===== config.mk =====
export PLATFORM = sky130hd
export DESIGN_NAME = dmem_arbiter
export DESIGN_NICKNAME = d
export VERILOG_FILES = /design/src/rtl/dmem_arb_pkg.sv /design/src/rtl/rr_pick.sv /design/src/rtl/dmem_arbiter.sv
export SDC_FILE = /design/constraint.sdc
export NUM_CORES = 1
export LEC_CHECK = 0
export CAP_MARGIN = 40
export CORE_MARGIN = 5
export CORE_UTILIZATION = 33
export CTS_BUF_LIST = sky130_fd_sc_hd__clkbuf_4
export DETAILED_ROUTE_END_ITERATION = 7
export PLACE_DENSITY = 0.74
export SYNTH_ARGS = -nofsm -noshare
export SYNTH_HDL_FRONTEND = slang
export SYNTH_SLANG_ARGS = --single-unit

===== constraint.sdc =====
create_clock -name clk -period 5.1 [get_ports clk]
set_clock_uncertainty 0.1 [all_clocks]
set_input_delay 1.02 -clock clk [delete_from_list [all_inputs] [get_ports clk]]
set_output_delay 1.02 -clock clk [all_outputs]
set_load 0.005 [all_outputs]

===== src/rtl/dmem_arb_pkg.sv =====
// Shared types for the data-memory arbiter: FSM states, index width and
// the layout of the one-stage read-response register.
package dmem_arb_pkg;

  // Index width covers the largest supported requester count (4).
  localparam int MAX_REQ = 4;
  localparam int IDX_W   = $clog2(MAX_REQ);

  typedef enum logic [0:0] {
    ARB    = 1'b0,
    LOCKED = 1'b1
  } arb_state_e;

  typedef struct packed {
    logic             valid;
    logic [IDX_W-1:0] idx;
    logic             oor;
  } resp_t;

  // Round-robin successor of requester i among n requesters.
  function automatic logic [IDX_W-1:0] wrap_inc(input logic [IDX_W-1:0] i, input int n);
    return (int'(i) == (n - 1)) ? IDX_W'(0) : (i + IDX_W'(1));
  endfunction

endpackage


===== src/rtl/rr_pick.sv =====
// Combinational round-robin picker: grants the first masked request found
// scanning upward from ptr with wrap-around.
module rr_pick
  import dmem_arb_pkg::*;
#(
  parameter int N_REQ = 2
) (
  input  logic [N_REQ-1:0] req,
  input  logic [IDX_W-1:0] ptr,
  input  logic [N_REQ-1:0] mask,
  output logic [N_REQ-1:0] gnt,
  output logic [IDX_W-1:0] idx,
  output logic             any
);

  logic [N_REQ-1:0] req_m_s;
  logic [N_REQ-1:0] rot_s;
  logic [IDX_W-1:0] idx_s;

  // Rotate the masked requests so that bit 0 corresponds to requester ptr.
  always_comb begin
    req_m_s = req & mask;
    rot_s   = (req_m_s >> ptr) | (req_m_s << (N_REQ - int'(ptr)));
  end

  // Lowest rotated position wins; scan downward so the lowest overwrites last.
  always_comb begin
    idx_s = '0;
    for (int k = N_REQ - 1; k >= 0; k--) begin
      if (rot_s[k]) begin
        idx_s = IDX_W'(((int'(ptr) + k) >= N_REQ) ? (int'(ptr) + k - N_REQ) : (int'(ptr) + k));
      end else begin
        idx_s = idx_s;
      end
    end
  end

  // One-hot grant decode of the winner index.
  always_comb begin
    for (int j = 0; j < N_REQ; j++) begin
      gnt[j] = (|req_m_s) && (idx_s == IDX_W'(j));
    end
  end

  assign idx = idx_s;
  assign any = |req_m_s;

endmodule


===== src/rtl/dmem_arbiter.sv =====
// Round-robin arbiter sharing a single-port synchronous data memory among
// N_REQ requesters, with lock support for atomic sequences and range checking.
module dmem_arbiter
  import dmem_arb_pkg::*;
#(
  parameter int N_REQ  = 2,
  parameter int DATA_W = 32,
  parameter int ADDR_W = 32,
  parameter int DEPTH  = 32
) (
  input  logic                    clk,
  input  logic                    rst_n,
  input  logic [N_REQ-1:0]        req,
  input  logic [N_REQ-1:0]        req_we,
  input  logic [N_REQ-1:0]        req_lock,
  input  logic [N_REQ*ADDR_W-1:0] req_addr,
  input  logic [N_REQ*DATA_W-1:0] req_wdata,
  output logic [N_REQ-1:0]        gnt,
  output logic [N_REQ-1:0]        rvalid,
  output logic [DATA_W-1:0]       rdata,
  output logic [N_REQ-1:0]        err,
  output logic [ADDR_W-1:0]       mem_a,
  output logic [DATA_W-1:0]       mem_d,
  output logic                    mem_we,
  input  logic [DATA_W-1:0]       mem_q
);

  arb_state_e       state_r, state_n;
  logic [IDX_W-1:0] ptr_r, ptr_n;
  logic [IDX_W-1:0] owner_r, owner_n;
  resp_t            resp_r, resp_n;
  logic [N_REQ-1:0] err_r;
  logic [ADDR_W-1:0] mem_a_r;
  logic [DATA_W-1:0] mem_d_r;

  logic [N_REQ-1:0]  mask_s;
  logic [N_REQ-1:0]  gnt_s;
  logic [IDX_W-1:0]  win_s;
  logic              any_gnt_s;
  logic [ADDR_W-1:0] sel_addr_s;
  logic [DATA_W-1:0] sel_wdata_s;
  logic              sel_we_s;
  logic              sel_lock_s;
  logic              oor_s;

  // While locked only the owner may win; otherwise everyone competes.
  always_comb begin
    for (int j = 0; j < N_REQ; j++) begin
      mask_s[j] = (state_r == ARB) || (owner_r == IDX_W'(j));
    end
  end

  rr_pick #(.N_REQ(N_REQ)) u_pick (
    .req  (req),
    .ptr  (ptr_r),
    .mask (mask_s),
    .gnt  (gnt_s),
    .idx  (win_s),
    .any  (any_gnt_s)
  );

  // AND-OR select of the granted requester's fields (grant is one-hot).
  always_comb begin
    sel_addr_s  = '0;
    sel_wdata_s = '0;
    sel_we_s    = 1'b0;
    sel_lock_s  = 1'b0;
    for (int j = 0; j < N_REQ; j++) begin
      sel_addr_s  = sel_addr_s  | ({ADDR_W{gnt_s[j]}} & req_addr[j*ADDR_W +: ADDR_W]);
      sel_wdata_s = sel_wdata_s | ({DATA_W{gnt_s[j]}} & req_wdata[j*DATA_W +: DATA_W]);
      sel_we_s    = sel_we_s    | (gnt_s[j] & req_we[j]);
      sel_lock_s  = sel_lock_s  | (gnt_s[j] & req_lock[j]);
    end
    oor_s = any_gnt_s && (sel_addr_s >= ADDR_W'(DEPTH));
  end

  // Memory-side drive: granted access, or hold the last driven address/data.
  always_comb begin
    if (any_gnt_s) begin
      mem_a  = oor_s ? '0 : sel_addr_s;
      mem_d  = sel_wdata_s;
      mem_we = sel_we_s & ~oor_s;
    end else begin
      mem_a  = mem_a_r;
      mem_d  = mem_d_r;
      mem_we = 1'b0;
    end
  end

  // Next state, pointer and owner; ptr only advances on grants made in ARB.
  always_comb begin
    state_n = state_r;
    ptr_n   = ptr_r;
    owner_n = owner_r;
    case (state_r)
      ARB: begin
        if (any_gnt_s) begin
          ptr_n   = wrap_inc(win_s, N_REQ);
          state_n = sel_lock_s ? LOCKED : ARB;
          owner_n = sel_lock_s ? win_s : owner_r;
        end else begin
          state_n = ARB;
        end
      end
      LOCKED: begin
        if (any_gnt_s && !sel_lock_s) begin
          state_n = ARB;
          ptr_n   = wrap_inc(owner_r, N_REQ);
        end else begin
          state_n = LOCKED;
        end
      end
      default: begin
        state_n = ARB;
      end
    endcase
    resp_n.valid = any_gnt_s & ~sel_we_s;
    resp_n.idx   = win_s;
    resp_n.oor   = oor_s;
  end

  // Arbitration state and response pipeline registers.
  always_ff @(posedge clk or negedge rst_n) begin
    if (!rst_n) begin
      state_r <= ARB;
      ptr_r   <= '0;
      owner_r <= '0;
      resp_r  <= '0;
      err_r   <= '0;
    end else begin
      state_r <= state_n;
      ptr_r   <= ptr_n;
      owner_r <= owner_n;
      resp_r  <= resp_n;
      err_r   <= oor_s ? gnt_s : '0;
    end
  end

  // Remember the last driven memory address/data for idle cycles.
  always_ff @(posedge clk or negedge rst_n) begin
    if (!rst_n) begin
      mem_a_r <= '0;
      mem_d_r <= '0;
    end else if (any_gnt_s) begin
      mem_a_r <= mem_a;
      mem_d_r <= mem_d;
    end
  end

  // Response decode straight from the response register.
  always_comb begin
    for (int j = 0; j < N_REQ; j++) begin
      rvalid[j] = resp_r.valid && (resp_r.idx == IDX_W'(j));
    end
    rdata = (resp_r.valid && !resp_r.oor) ? mem_q : '0;
  end

  assign gnt = gnt_s;
  assign err = err_r;

endmodule

==> run metrics <==
run status completed; initial core utilization 0.3381; final clock period utilization by the worst path 0.9331; post-layout util 0.5719; maximum number of buffers from clock root to sink 2; fraction of final layout cells sized beyond drive strength 1 0.05644; Critical Path Fanout Max 19; via count of the first global-routing pass 4114; number of sinks on the clock net 75; setup TNS 0 ns; DRT antenna net count 0; Routed wire per std cell 16.26 µm; Port Buf Inserts 270; total non-filler cell area in the finished layout 0.007276 mm²; Post-Syn Area 0.004302 mm²; shortest clock period the worst path allows after layout 4.759 ns; WP data required 3.98 ns; Hold Crit Class reg -> reg; areal power density over the cells 301.2 mW/mm²; CTS Hold Bufs 0; global-route wire length before repair 20.75 mm; postcts setup bufs 0; TritonCTS clock tree yes; DR vias 4173; area growth from synthesis to layout 69.14%; Synth Area per Inst 10.00 µm²; Tot GR Track Use 0.1716; antenna violations before repair 0; top_reg_cell synth sky130_fd_sc_hd__dfrtp_1; worst ir drop on vdd 0.1829 mV; maximum clock frequency 0.2101 GHz; pin count of the biggest net entering global routing 101; number of cells upsized or downsized after cts 0; Lkg Pwr 2.917 nW; fin nets 857; Initial DRT Pass Iterations 5; count of routing violations after the opening detailed-route iteration 154; Worst-path clk slew 0.13 ns; RSZ-0062 raised after global routing false; Routed WL 14.04 mm; ratio of routed vias to standard cells 4.835; most common cell after layout, fill and taps aside sky130_fd_sc_hd__clkdlybuf4s50_1; antenna cells 0; HPWL Detailed 11.20 mm; synthesized netlist cell count 430; clock latency on the worst-skew pair 0.41 ns; area of the die 0.01542 mm²; library cells used by synthesis 47; remaining design rule violation count 0; smallest setup slack after layout 0.3412 ns; Synth Net Count 601; number of synthesized flops with an enable pin 0; number of filler instances in the final layout 1165; sequential-to-total area share from yosys stat 0.4363; Crit Path Category reg -> out; placed inst area 0.007149 mm²; count of state elements after synthesis 75; category of the worst setup path capture point output port; Setup WS pre-CTS 0.3664 ns; total number of yosys warnings 0; startpoint kind of the worst setup timing path flip-flop; depth of the CTS H-tree 3; TritonCTS buffer count 9; Rows 41; transition time at the pin with the least slew margin 0.6132 ns; Placer Congestion 0.8882; max-cap check violation count 0; floorplan die width 124.2 µm; worst slew slack as a fraction of its limit 0.5912; overall overflow remaining after global route 0; total design power 2.191 mW; async set-or-reset flop fraction in the synthesized netlist 1.000; overall die height 124.2 µm; area of the core 0.01272 mm²; max-slew violation count 0; final hold vios 0; arrival time worst endpoint 3.64 ns; cell at the root of the clock tree sky130_fd_sc_hd__clkbuf_4; highest-count cells in the layout ignoring fill and taps 269 x sky130_fd_sc_hd__clkdlybuf4s50_1, 87 x sky130_fd_sc_hd__and2_1, 75 x sky130_fd_sc_hd__dfrtp_1; boundary pin count 271; total setup violations reported at the end of the flow 0
-- sequential cells by signal, indices dropped and copies added (netlist names), named ones only --
name	flops
err	2
mem_a_r	32
mem_d_r	32
owner_r	2
ptr_r	2
resp_r	4
-- synthesized netlist by cell type (2+ instances only) --
library cell,count,area (µm²)
sky130_fd_sc_hd__a21boi_0,2,15.01
sky130_fd_sc_hd__and2_1,87,544.3
sky130_fd_sc_hd__and3_1,2,12.51
sky130_fd_sc_hd__buf_1,2,7.510
sky130_fd_sc_hd__buf_2,4,20.02
sky130_fd_sc_hd__buf_4,3,22.52
sky130_fd_sc_hd__buf_6,7,78.83
sky130_fd_sc_hd__clkbuf_1,17,63.81
sky130_fd_sc_hd__dfrtp_1,75,1877
sky130_fd_sc_hd__ha_1,3,37.54
sky130_fd_sc_hd__inv_1,3,11.26
sky130_fd_sc_hd__mux2i_1,38,380.4
sky130_fd_sc_hd__nand2_1,42,157.7
sky130_fd_sc_hd__nand2_2,2,12.51
sky130_fd_sc_hd__nand3_1,5,25.02
sky130_fd_sc_hd__nand4_1,2,12.51
sky130_fd_sc_hd__nor2_1,7,26.28
sky130_fd_sc_hd__nor2b_1,3,18.77
sky130_fd_sc_hd__nor3_1,6,30.03
sky130_fd_sc_hd__nor4_1,12,75.07
sky130_fd_sc_hd__o211ai_1,6,45.04
sky130_fd_sc_hd__o21ai_0,2,10.01
sky130_fd_sc_hd__o21ai_2,2,17.52
sky130_fd_sc_hd__o22ai_1,2,12.51
sky130_fd_sc_hd__o31ai_1,74,555.5
-- per-layer routing --
metal | global-route usage | wire length [µm] | vias up
li1 | - | - | 2074
met1 | 0.1860 | 5272 | 1910
met2 | 0.3176 | 7134 | 170
met3 | 0.05404 | 1425 | 19
met4 | 0.05202 | 202 | 0
met5 | 0 | 0 | -
-- path summary, 6_finish.rpt --
kind / slack, ns / cells after the start / endpoint / startpoint
min reg2reg: 0.39 / 2 / mem_d_r[31] / mem_d_r[31]
max: 0.34 / 10 / mem_d[14] / ptr_r[0]
min: 0.39 / 2 / mem_d_r[31] / mem_d_r[31]
min in group asynchronous: 0.42 / 1 / mem_d_r[19] / rst_n
max in group asynchronous: 3.93 / 2 / mem_a_r[6] / rst_n
max reg2reg: 2.19 / 9 / mem_d_r[14] / ptr_r[0]
-- power by group --
| part | switching [mW] | internal (mW) |
|---|---|---|
| combinational | 0.478 | 0.599 |
| sequential | 0.0544 | 0.718 |
| clock | 0.234 | 0.109 |
| total | 0.766 | 1.43 |
-- metrics by stage --
stage | hold slack, ns | std cells
floorplan | 0.3423 | 430
global placement | 0.3531 | 846
detailed placement | 0.3623 | 847
CTS | 0.3870 | 863
global route | 0.3896 | 863
finish | 0.3879 | 863
-- worst max-delay path: stages, from the launching register on --
cell	delay [ns]
sky130_fd_sc_hd__dfrtp_1	0.50
sky130_fd_sc_hd__inv_1	0.14
sky130_fd_sc_hd__ha_1	0.35
sky130_fd_sc_hd__o31ai_1	0.35
sky130_fd_sc_hd__o211a_1	0.31
sky130_fd_sc_hd__nand2_2	0.13
sky130_fd_sc_hd__inv_2	0.10
sky130_fd_sc_hd__buf_4	0.32
sky130_fd_sc_hd__mux2i_1	0.19
sky130_fd_sc_hd__o31ai_1	0.27
sky130_fd_sc_hd__clkdlybuf4s50_1	0.56
-- cell type report --
cell class                      count  area (µm²)  area share
Clock inverter                      7       58.81    0.008083
Tap cell                          172       215.2     0.02958
Multi-Input combinational cell    318        2225      0.3058
Timing Repair Buffer              278        2818      0.3873
Inverter                            4       15.01    0.002064
Clock buffer                        9       67.56    0.009286
Sequential cell                    75        1877      0.2580
-- kinds of logic (layout without fill, tap and decap cells) --
| group | count (synthesis) | count (layout) | synth area share |
|---|---|---|---|
| flops | 75 | 75 | 0.4363 |
| mux | 38 | 38 | 0.08842 |
| simple gates | 174 | 174 | 0.2240 |
| buf+inv | 37 | 298 | 0.04828 |
| compound gates | 103 | 103 | 0.1943 |
| fa+ha+maj | 3 | 3 | 0.008727 |
(Power assumes the default switching activity.)
==> variant: new RTL, same flow settings <==
`N_REQ` is set to 2 in 2 places; all go to 4.
--- a/src/rtl/rr_pick.sv
+++ b/src/rtl/rr_pick.sv
@@ -5,3 +5,3 @@
 #(
-  parameter int N_REQ = 2
+  parameter int N_REQ = 4
 ) (
--- a/src/rtl/dmem_arbiter.sv
+++ b/src/rtl/dmem_arbiter.sv
@@ -5,3 +5,3 @@
 #(
-  parameter int N_REQ  = 2,
+  parameter int N_REQ  = 4,
   parameter int DATA_W = 32,
Interface: changed (8 resized); port bits go from 271 to 411. The function was not compared with the original's and may differ.
==> variant against the original RTL <==
- synthesized cell count increased by 29%
- critical path type is now in2out
- worst setup slack got worse by 0.23 ns
- sequential cell count increased by 2
- core utilization increased by 14 points
- synthesized area increased by 15%
- design area increased by 44%
- wire length increased by 81%
- critical path depth increased by 3
Power is not compared: it rests on default switching activity, and its combinational part moved more than twofold at a synthesized area within 25%.
==> variant: results (changes against the original RTL) <==
- Vias in the first global route: 6924 (+68%)
- Post-CTS sizing: 72 (+72)
- Multi-input gate area: 0.00310 mm2 (+39%)
- Hold Path Class: in2async
- Fraction of area in multi-input gates: 29.5% (-1.1 points)
- CP max stage delay: 0.53 ns (-0.03 ns)
- Outcome: finished, final reports clean
- Crit-path max FO: 15 (-4)
- Total wire length: 25.4 mm (+81%)
- Mapped Cells: 554 (+29%)
- Dpl ws: -0.663 ns (-1.03 ns)
- Compound-gate portion of the synthesized area: 29.9% (+11 points)
- Antenna cells: 1 (+1)
- Initial antenna violation count: 1 (+1)
- Comb_multi_in: 429 (+35%)
- Gpl congestion: 1.04 (+17%)
- Synth top area cells: dfrtp_1 39%, and2_1 12%, a22oi_1 10%
- First-pass GRT wire length: 38.5 mm (+86%)
- Slew headroom: 63.9% (+4.8 points)
- Most frequent cells after synthesis: 95 x and2_1, 77 x dfrtp_1, 67 x a22oi_1, 65 x a31oi_1, 44 x nor2_1
- Placed cell area: 0.00995 mm2 (+39%)
- First DRT Iteration DRCs: 338 (+120%)
- Syn_nets: 865 (+44%)
- Via density: 5.31 (+9.9%)
- Non-CTS buffers: 523 (+88%)
- Routed length per instance: 20.5 um (+26%)
- Synthesized area: 0.00496 mm2 (+15%)
- Share of layout cells above drive strength 1: 19.0% (+13 points)
- IO buf count: 410 (+52%)
- Library cells used by synthesis: 56 (+19%)
- Sequential cells: 77 (+2.7%)
- Detail Placement HPWL: 21.0 mm (+87%)
- Inverter count: 7 (+3)
- Sequential share of the synthesized area: 38.8% (-4.8 points)
- Multiplexer area fraction after synthesis: 0.630% (-8.2 points)
- GRT Overall Usage: 27.5% (+10 points)
- Worst EP arrival: 3.87 ns (+0.23 ns)
- Biggest registers after layout: mem_a_r: 32 flops, mem_d_r: 32 flops
- FF/Latch Area: 0.00193 mm2 (+2.7%)
-- variant: cell count changes after synthesis, sizes merged, moves of 7 or more --
cell,change
a22oi,+67
nor2,+37
o31ai,-60
a31oi,+66
a221oi,+7
nand2,-26
mux2i,-36
clkbuf,+15
and2,+8
-- variant: per-layer routing --
metal | vias to the layer above | part of all wire (%) | global-route usage [%]
met2 | 334 | 51 | 49.8
li1 | 3101 | - | -
met4 | 0 | 2.3 | 7.85
met3 | 42 | 8.0 | 7.67
met5 | - | 0 | 0
met1 | 3094 | 39 | 31.6
-- variant: final timing paths --
check,start,endpoint,slack (ns),cells after the start
max,req[2],mem_d[28],0.11,13
min,rst_n,err[3],0.37,1
max in group asynchronous,rst_n,mem_d_r[6],3.93,2
min reg2reg,mem_a_r[31],mem_a_r[31],0.39,1
max reg2reg,owner_r[0],owner_r[1],1.16,16
min in group clk,mem_a_r[31],mem_a_r[31],0.39,1
